[src/rtl/cdc_fifo_arb_pkg.sv]
// Shared types and helpers for the cdc_fifo_arb source-side arbiter.
package cdc_fifo_arb_pkg;

  typedef enum logic {
    IDLE = 1'b0,
    LOCK = 1'b1
  } arb_state_e;

  // A single requester still carries a 1-bit ID so the payload framing stays fixed.
  function automatic int unsigned calc_id_width(input int unsigned num_req);
    return (num_req > 1) ? $clog2(num_req) : 1;
  endfunction

endpackage

[src/rtl/cdc_fifo_arb_rr.sv]
// Combinational round-robin pick: first requester after rr_ptr, scanning upward with wrap.
module cdc_fifo_arb_rr #(
  parameter int unsigned NUM_REQ  = 4,
  parameter int unsigned ID_WIDTH = 2
) (
  input  logic [NUM_REQ-1:0]  req,
  input  logic [ID_WIDTH-1:0] rr_ptr,
  output logic [NUM_REQ-1:0]  grant_oh,
  output logic [ID_WIDTH-1:0] grant_id,
  output logic                any_valid
);

  always_comb begin
    int unsigned idx;
    logic        found;
    found    = 1'b0;
    idx      = 0;
    grant_oh = '0;
    // With nothing requesting, report the scan start so the idle ID is predictable.
    grant_id = ID_WIDTH'((32'(rr_ptr) + 1) % NUM_REQ);
    for (int unsigned off = 1; off <= NUM_REQ; off++) begin
      idx = (32'(rr_ptr) + off) % NUM_REQ;
      if (!found && req[idx]) begin
        found         = 1'b1;
        grant_oh[idx] = 1'b1;
        grant_id      = ID_WIDTH'(idx);
      end
    end
    any_valid = |req;
  end

endmodule

[src/rtl/cdc_fifo_arb.sv]
// Round-robin burst-locking arbiter in front of cdc_fifo src port; prepends grant ID to each beat.
// Optional burst limit: define CDC_FIFO_ARB_BURST_LIMIT_EN to force release every MAX_BURST beats.
module cdc_fifo_arb
  import cdc_fifo_arb_pkg::*;
#(
  parameter  int unsigned NUM_REQ    = 4,
  parameter  int unsigned DATA_WIDTH = 32,
  parameter  int unsigned MAX_BURST  = 16,
  localparam int unsigned ID_WIDTH   = calc_id_width(NUM_REQ)
) (
  input  logic                                clk_i,
  input  logic                                rst_n_i,
  input  logic [NUM_REQ-1:0]                  req_valid_i,
  input  logic [NUM_REQ-1:0]                  req_last_i,
  input  logic [NUM_REQ-1:0][DATA_WIDTH-1:0]  req_data_i,
  output logic [NUM_REQ-1:0]                  req_ready_o,
  output logic [ID_WIDTH+DATA_WIDTH-1:0]      fifo_data_o,
  output logic                                fifo_valid_o,
  input  logic                                fifo_ready_i,
  output logic [ID_WIDTH-1:0]                 grant_id_o,
  output logic                                busy_o
);

  arb_state_e          state_q, state_d;
  logic [ID_WIDTH-1:0] rr_ptr_q, rr_ptr_d;
  logic [ID_WIDTH-1:0] lock_id_q, lock_id_d;
  logic [ID_WIDTH-1:0] rr_id, grant;
  logic [NUM_REQ-1:0]  rr_oh, grant_oh;
  logic                rr_any, hs, rel;

`ifdef CDC_FIFO_ARB_BURST_LIMIT_EN
  localparam int unsigned CNT_WIDTH = $clog2(MAX_BURST + 1);
  logic [CNT_WIDTH-1:0] beat_cnt_q, beat_cnt_d;
`endif

  cdc_fifo_arb_rr #(
    .NUM_REQ  (NUM_REQ),
    .ID_WIDTH (ID_WIDTH)
  ) u_rr (
    .req       (req_valid_i),
    .rr_ptr    (rr_ptr_q),
    .grant_oh  (rr_oh),
    .grant_id  (rr_id),
    .any_valid (rr_any)
  );

  always_ff @(posedge clk_i or negedge rst_n_i) begin
    if (!rst_n_i) begin
      state_q    <= IDLE;
      rr_ptr_q   <= ID_WIDTH'(NUM_REQ - 1);
      lock_id_q  <= '0;
`ifdef CDC_FIFO_ARB_BURST_LIMIT_EN
      beat_cnt_q <= '0;
`endif
    end else begin
      state_q    <= state_d;
      rr_ptr_q   <= rr_ptr_d;
      lock_id_q  <= lock_id_d;
`ifdef CDC_FIFO_ARB_BURST_LIMIT_EN
      beat_cnt_q <= beat_cnt_d;
`endif
    end
  end

  // Valid is masked by reset so nothing is offered or accepted while reset is held.
  always_comb begin
    grant_oh = '0;
    if (state_q == LOCK) begin
      grant               = lock_id_q;
      grant_oh[lock_id_q] = 1'b1;
      fifo_valid_o        = rst_n_i & req_valid_i[lock_id_q];
    end else begin
      grant        = rr_id;
      grant_oh     = rr_oh;
      fifo_valid_o = rst_n_i & rr_any;
    end
    hs          = fifo_valid_o & fifo_ready_i;
    req_ready_o = grant_oh & {NUM_REQ{hs}};
    fifo_data_o = {grant, req_data_i[grant]};
    grant_id_o  = grant;
    busy_o      = (state_q == LOCK);
  end

  always_comb begin
    state_d    = state_q;
    rr_ptr_d   = rr_ptr_q;
    lock_id_d  = lock_id_q;
`ifdef CDC_FIFO_ARB_BURST_LIMIT_EN
    beat_cnt_d = beat_cnt_q;
    rel        = req_last_i[grant] |
                 ((beat_cnt_q + CNT_WIDTH'(1)) == CNT_WIDTH'(MAX_BURST));
`else
    rel        = req_last_i[grant];
`endif
    case (state_q)
      IDLE: begin
        if (hs && rel) begin
          rr_ptr_d = grant;
        end else if (fifo_valid_o) begin
          // Lock even without a handshake so the shown grant survives backpressure.
          state_d   = LOCK;
          lock_id_d = grant;
`ifdef CDC_FIFO_ARB_BURST_LIMIT_EN
          beat_cnt_d = hs ? CNT_WIDTH'(1) : '0;
`endif
        end
      end
      LOCK: begin
        if (hs && rel) begin
          state_d  = IDLE;
          rr_ptr_d = lock_id_q;
`ifdef CDC_FIFO_ARB_BURST_LIMIT_EN
          beat_cnt_d = '0;
`endif
        end else if (hs) begin
`ifdef CDC_FIFO_ARB_BURST_LIMIT_EN
          beat_cnt_d = beat_cnt_q + CNT_WIDTH'(1);
`endif
        end
      end
      default: state_d = IDLE;
    endcase
  end

endmodule

[config.mk]
export PLATFORM = sky130hd
export DESIGN_NAME = cdc_fifo_arb
export DESIGN_NICKNAME = d
export VERILOG_FILES = /design/src/rtl/cdc_fifo_arb_pkg.sv /design/src/rtl/cdc_fifo_arb_rr.sv /design/src/rtl/cdc_fifo_arb.sv
export SDC_FILE = /design/constraint.sdc
export NUM_CORES = 1
export LEC_CHECK = 0
export CAP_MARGIN = 20
export CORE_MARGIN = 4
export CORE_UTILIZATION = 31
export CTS_CLUSTER_SIZE = 8
export DETAILED_ROUTE_END_ITERATION = 6
export PLACE_DENSITY_LB_ADDON = 0.3
export SLEW_MARGIN = 0
export SYNTH_ARGS = -nofsm -noshare
export SYNTH_HDL_FRONTEND = slang
export SYNTH_HIERARCHICAL = 1
export SYNTH_SLANG_ARGS = --single-unit
[constraint.sdc]
create_clock -name clk_i -period 5.1 [get_ports clk_i]
set_clock_uncertainty 0.2 [all_clocks]
set_input_delay 1.02 -clock clk_i [delete_from_list [all_inputs] [get_ports clk_i]]
set_output_delay 1.02 -clock clk_i [all_outputs]
set_load 0.005 [all_outputs]
## Yosys cells after proc, flatten, opt, wreduce, memory -nomap -nowiden

Cells that the tools add are included.

- $add $sub $neg: 4
- Reductions and logical operators: 15
- Muxes and demuxes: 44
- Bitwise gates (word level): 9
- Equal/unequal tests: 2
- $lt $le $gt $ge: 11

Operator list:

| cell | number |
|---|---|
| $bmux 32 s2 | 1 |
| $mux 32 | 1 |
| $mux 4 | 5 |
| $lt 2x3->1 const B | 6 |
| $mux 1 | 18 |
| $bmux 1 s2 | 6 |
| $mux 2 | 6 |
| $or 4x4->4 | 3 |
| $demux 1 s2 | 5 |
| $ge 2x1->1 const B | 5 |
| $logic_and 1x1->1 | 9 |
| $add 2x1->2 const B | 2 |
| $add 2x2->2 const B | 2 |
| $and 4x4->4 | 1 |
| $pmux 2 s2 | 1 |
| $reduce_or 4->1 | 1 |
| $and 1x1->1 | 3 |
| $logic_not 1->1 | 3 |
| $reduce_and 3->1 | 1 |
| $ne 2x1->1 const B | 1 |
| $ne 2x2->1 const B | 1 |
| $not 1->1 | 2 |
| $pmux 1 s2 | 1 |
| $reduce_and 2->1 | 1 |

- Output and inout port bits: 42
- Input port bits: 139
- Register bits: 5

## Depth between registers and ports, before layout

- Depth after elaboration: 19
- Mapped depth: 13
- Mapped depth without buffers: 11

## Modules after synthesis

Netlist, hierarchy kept.

Modules (own cells, without submodules):

| module | times used | cells each | area an instance (µm²) |
|---|---|---|---|
| cdc_fifo_arb | 1 | 253 | 1,383.8 |
| cdc_fifo_arb_rr | 1 | 54 | 466.7 |

## Least setup slack after synthesis

No wires, ideal clock.

- Path kind: register to output
- Start point: reg rr_ptr_q[0]
- End point: out fifo_data_o[0]
- Stages on the path, launching flop included: 13
- Slack: 778 ps
- Path buffers: 3
- Data arrival time: 3,102 ps
- Path through: dfstp_2 buf_2 inv_1 ha_1 mux4_2 o21ai_1 a21oi_1 mux2i_1 clkbuf_1 buf_1 nand2_1 and3_1 a31oi_1

- Cells in the longest elaborated chain, start to end: 16
- Elaborated cells between the ends (all ways): 27
- Those cells by class: add/sub (4); mux (17); reduce/logical (6)

RTL lines:

| element | RTL line | RTL |
|---|---|---|
| start: declaration | cdc_fifo_arb.sv:25 | `logic [ID_WIDTH-1:0] rr_ptr_q, rr_ptr_d;` |
| start signal: assignment | cdc_fifo_arb.sv:50 | `rr_ptr_q <= ID_WIDTH'(NUM_REQ - 1);` |
| start signal: assignment | cdc_fifo_arb.sv:57 | `rr_ptr_q <= rr_ptr_d;` |
| $add 2x1->2 | cdc_fifo_arb_rr.sv:20, cdc_fifo_arb_rr.sv:22 |  |
| $bmux 1 s2 | cdc_fifo_arb_rr.sv:23 | `if (!found && req[idx]) begin` |
| $mux 1 (implied by the code) | cdc_fifo_arb_rr.sv:23 |  |
| $mux 1 | cdc_fifo_arb_rr.sv:23 |  |
| $logic_not 1->1 | cdc_fifo_arb_rr.sv:23 |  |
| $logic_and 1x1->1 | cdc_fifo_arb_rr.sv:23 |  |
| $mux 1 | cdc_fifo_arb_rr.sv:23 |  |
| $logic_not 1->1 | cdc_fifo_arb_rr.sv:23 |  |
| $logic_and 1x1->1 | cdc_fifo_arb_rr.sv:23 |  |
| $mux 1 | cdc_fifo_arb_rr.sv:23 |  |
| $logic_not 1->1 | cdc_fifo_arb_rr.sv:23 |  |
| $logic_and 1x1->1 | cdc_fifo_arb_rr.sv:23 |  |
| $mux 2 (*) | cdc_fifo_arb_rr.sv:23 |  |
| named net rr_id[1] | cdc_fifo_arb.sv:27 | `logic [ID_WIDTH-1:0] rr_id, grant;` |
| $mux 2 (*) | cdc_fifo_arb.sv:68 | `if (state_q == LOCK) begin` |
| $bmux 32 s2 (*) | cdc_fifo_arb.sv:79 | `fifo_data_o = {grant, req_data_i[grant]};` |
| $mux 32 (implied by the code) (*) | cdc_fifo_arb.sv:79 |  |
| end: declaration | cdc_fifo_arb.sv:17 | `output logic [ID_WIDTH+DATA_WIDTH-1:0] fifo_data_o,` |

Mark *: on every way through the listed nets, which the timed path passes. The rest lies on a longest branch. The select of a mux whose other input is x is not followed.

## Worst setup path in the final report

- Start point: reg rr_ptr_q[1]
- End point: out fifo_data_o[29]

Same word-level chain as after synthesis.

==> flow_summary.yaml <==
placement:
  preCtsSetupSlack_ns: -0.0501
  io_buffers: 180
  post_dp_cell_area_um2: 3860
  place_hpwl_um: 7410
  place.gp.congestion: 0.947
yosys:
  synthSimpleGateAreaFrac_pct: 47.5
  yosysSeqAreaShare_pct: 6.90
  synth-main-ff-cell: "dfrtp_1"
  synth_top_family_by_area: "simple AND/OR/NAND/NOR gates"
  yosysWarnings: 6
  post_synth_num_cell_types: 39
  synth_edf_count: 0
  synth_area_leaders: "nand2_1, a31oi_1, and3_1, mux4_2, ha_1"
  synth_fp_nets: 454
  netlist_area_um2: 1850
  synthMuxAreaShare_pct: 11.5
  postSynthCellCount: 307
  netlist.area_leader.share_pct: 26.6
  synth_compound_area_share_pct: 20.8
  syn_area_per_cell_um2: 6.03
  synth_top_cell_by_area: "nand2_1"
  synthXorXnorAreaFrac_pct: 0.473
  async_reset_ff_share_pct: 100
  synth_fa_ha_area_share_pct: 5.41
  ys_seq_elements: 5
setup_path:
  cp_num_buf_inv: 3
  critical_path_class: "reg -> out"
  reg2reg_to: "lock_id_q[1]"
  cp.depth: 11
  cp_top_family: "buffers and inverters"
  reg2regPathDepth: 12
  crit_end: "fifo_data_o[29]"
  end_kind: "output port"
  startpoint_type: "register"
  r2r_start: "rr_ptr_q[1]"
  crit_fanout: 24
  r2r_slack_ns: 1.25
  critPathLaunch: "rr_ptr_q[1]"
  crit_path_top_delay_cell: "dfstp_2"
  cpPeakStageDelay_ns: 0.64
  worstPathRequired_ns: 3.88
  cp.arrival_ns: 3.62
  path_cells: "inv_1, ha_1, mux4_2, o21ai_2, a21oi_2, mux2i_4, buf_12, nand2_1, and3_1, a31oi_1, clkdlybuf4s50_1"
cells_and_area:
  regArea_um2: 128
  multi_input_area_um2: 1630
  nFillCells: 461
  antenna_cells: 0
  nets: 640
  final_core_util_pct: 71.3
  drive_gt1_share_pct: 10.2
  syn_to_final_growth_pct: 117
  finalInstanceArea_um2: 4020
die:
  start_util_pct: 32.8
  dieArea_um2: 7270
  rows: 27
  dieHeight_um: 85.3
  dieWidth_um: 85.3
  core_area_um2: 5640
  io-pin-count: 181
worst_hold_path:
  worst_hold_path_type: "reg -> reg"
  whs_path_depth: 1
detailed_routing:
  dr.first_iter.drc_count: 103
  vias: 2958
  wl_um: 9260
  vias_per_cell: 5.24
  drt-wirelength-per-cell_um: 16.4
  drtAntennaViolNets: 0
  drt_drc_violations_left: 0
  drt_pre_antenna_iters: 5
timing:
  setup_violations: 0
  drv_slew: 0
  period_share_pct: 95.0
  max_slew_margin_pct: 65.8
  rsz0062_at_grt: "false"
  fin_ws_ns: 0.256
  hold_viol: 0
  min_period_ns: 4.84
  worstMarginPinSlew_ns: 0.512
  max_freq_ghz: 0.206
global_route:
  grt_pass1_vias: 2881
  grt_max_degree: 33
  grt-ovfl-total: 0
  antenna_found_initial: 0
  track_usage_pct: 23.2
  grt_pass1_wl_um: 13600
clock_network:
  clkLatencyLatePin_ns: 0.22
  tritoncts: "done"
  htreeDepth: 1
  clkSinkCount: 5
  cts_buffer_depth: 2
  clock-root-buffer: "clkbuf_8"
  clkTransAtPathRegs_ns: 0.04
  cts_made_buffers: 3
pwr:
  power.density_nw_per_um2: 677
  irDropWorstVdd_uv: 413
  p_leak_uw: 0.00178
job:
  maxCapViolations: 0
run_status:
  outcome: "completed"
==> logic make-up (layout without fill, tap and decap cells) <==
family,Yosys count,in the layout
xor gates and xnor gates,1,1
and+or+nand+nor,191,191
buffers and inverters,30,215
AOI/OAI and AO/OA,58,58
adders and majority gates,8,8
muxes,14,14
DFF,5,5
==> cell type report <==
class,instances,area share [%]
Timing Repair Buffer,207,52.5
Tap cell,72,2.24
Multi-Input combinational cell,272,40.5
Inverter,4,0.435
Sequential cell,5,3.17
Clock buffer,4,1.12
==> routing by layer <==
metal | routed length (µm) | share of wire (%) | GRT usage, % | vias up
li1 | - | - | - | 1444
met1 | 3370 | 36 | 24.3 | 1324
met2 | 4550 | 49 | 40.7 | 158
met3 | 968 | 10 | 9.32 | 32
met4 | 365 | 3.9 | 10.2 | 0
met5 | 0 | 0 | 0 | -
==> worst min-delay path by stage <==
| stage | start | endpoint | slack (ns) |
|---|---|---|---|
| detailed placement | lock_id_q[1] | lock_id_q[1] | 0.50 |
| global route | rr_ptr_q[1] | rr_ptr_q[1] | 0.56 |
| CTS | lock_id_q[1] | lock_id_q[1] | 0.51 |
| floorplan | lock_id_q[1] | lock_id_q[1] | 0.36 |
| global placement | lock_id_q[1] | lock_id_q[1] | 0.48 |
| finish | lock_id_q[1] | lock_id_q[1] | 0.51 |
==> synthesized netlist by cell type (4+ instances only) <==
master,instances
o2bb2ai_1,4
a221oi_1,4
nor3b_1,4
clkbuf_1,15
nand2_1,131
a21oi_1,6
a31oi_1,33
nand2b_1,4
mux4_2,5
nor2_1,4
nor2b_1,4
buf_2,4
ha_1,8
and3b_1,5
and3_1,32
==> layout by cell type, fill, tap and decap left out, types with 2 or more instances in the layout <==
master	Yosys	routed
and3b_1	5	5
mux2_1	3	3
nor2_1	4	4
dlymetal6s2s_1	0	6
and3_1	32	32
mux4_2	5	5
dfrtp_1	3	3
a21oi_1	6	5
o21ai_1	2	2
nand3_1	3	3
o2bb2ai_1	4	4
clkbuf_8	0	3
a31oi_1	33	32
nand3b_1	2	2
nor2b_1	4	4
nor3b_1	4	4
buf_12	0	4
nand2_1	131	131
o21ai_0	3	2
nand2b_1	4	4
clkdlybuf4s50_1	0	173
mux2i_1	3	2
mux2_2	2	2
ha_1	8	8
a221oi_1	4	4
mux2i_4	0	2
inv_1	2	2
buf_4	3	20
dfstp_2	2	2
==> what timing repair did <==
item,CTS,global route
resized for setup,4,13
endpoints found under the setup margin,27,32
hold endpoints to repair,0,0
pin swaps,0,1
hold buffers,0,0
setup buffers,0,2
cloned,1,1
==> flip-flops by register name, indices dropped and copies added (netlist names) <==
name and cells:
rr_ptr_q 2, busy_o 1, lock_id_q 2
==> stage by stage <==
step	instances	hold slack, ns	total power, µW	setup TNS, ns
2_1_floorplan	307	0.365	1300	0
3_3_place_gp	556	0.482	2480	-0.112
3_5_place_dp	556	0.500	2500	-0.468
4_1_cts	561	0.514	2660	-0.00734
5_1_grt	564	0.558	2970	0
6_report	564	0.509	2720	0
==> report_power, final <==
group          internal (µW)  leakage, µW  switching (µW)  total [µW]
sequential              65.6    0.0000542            52.4         118
combinational           1410      0.00171            1120        2530
clock                   53.7    0.0000228            19.6        73.3
total                   1530      0.00178            1190        2720
(Power assumes the default switching activity.)
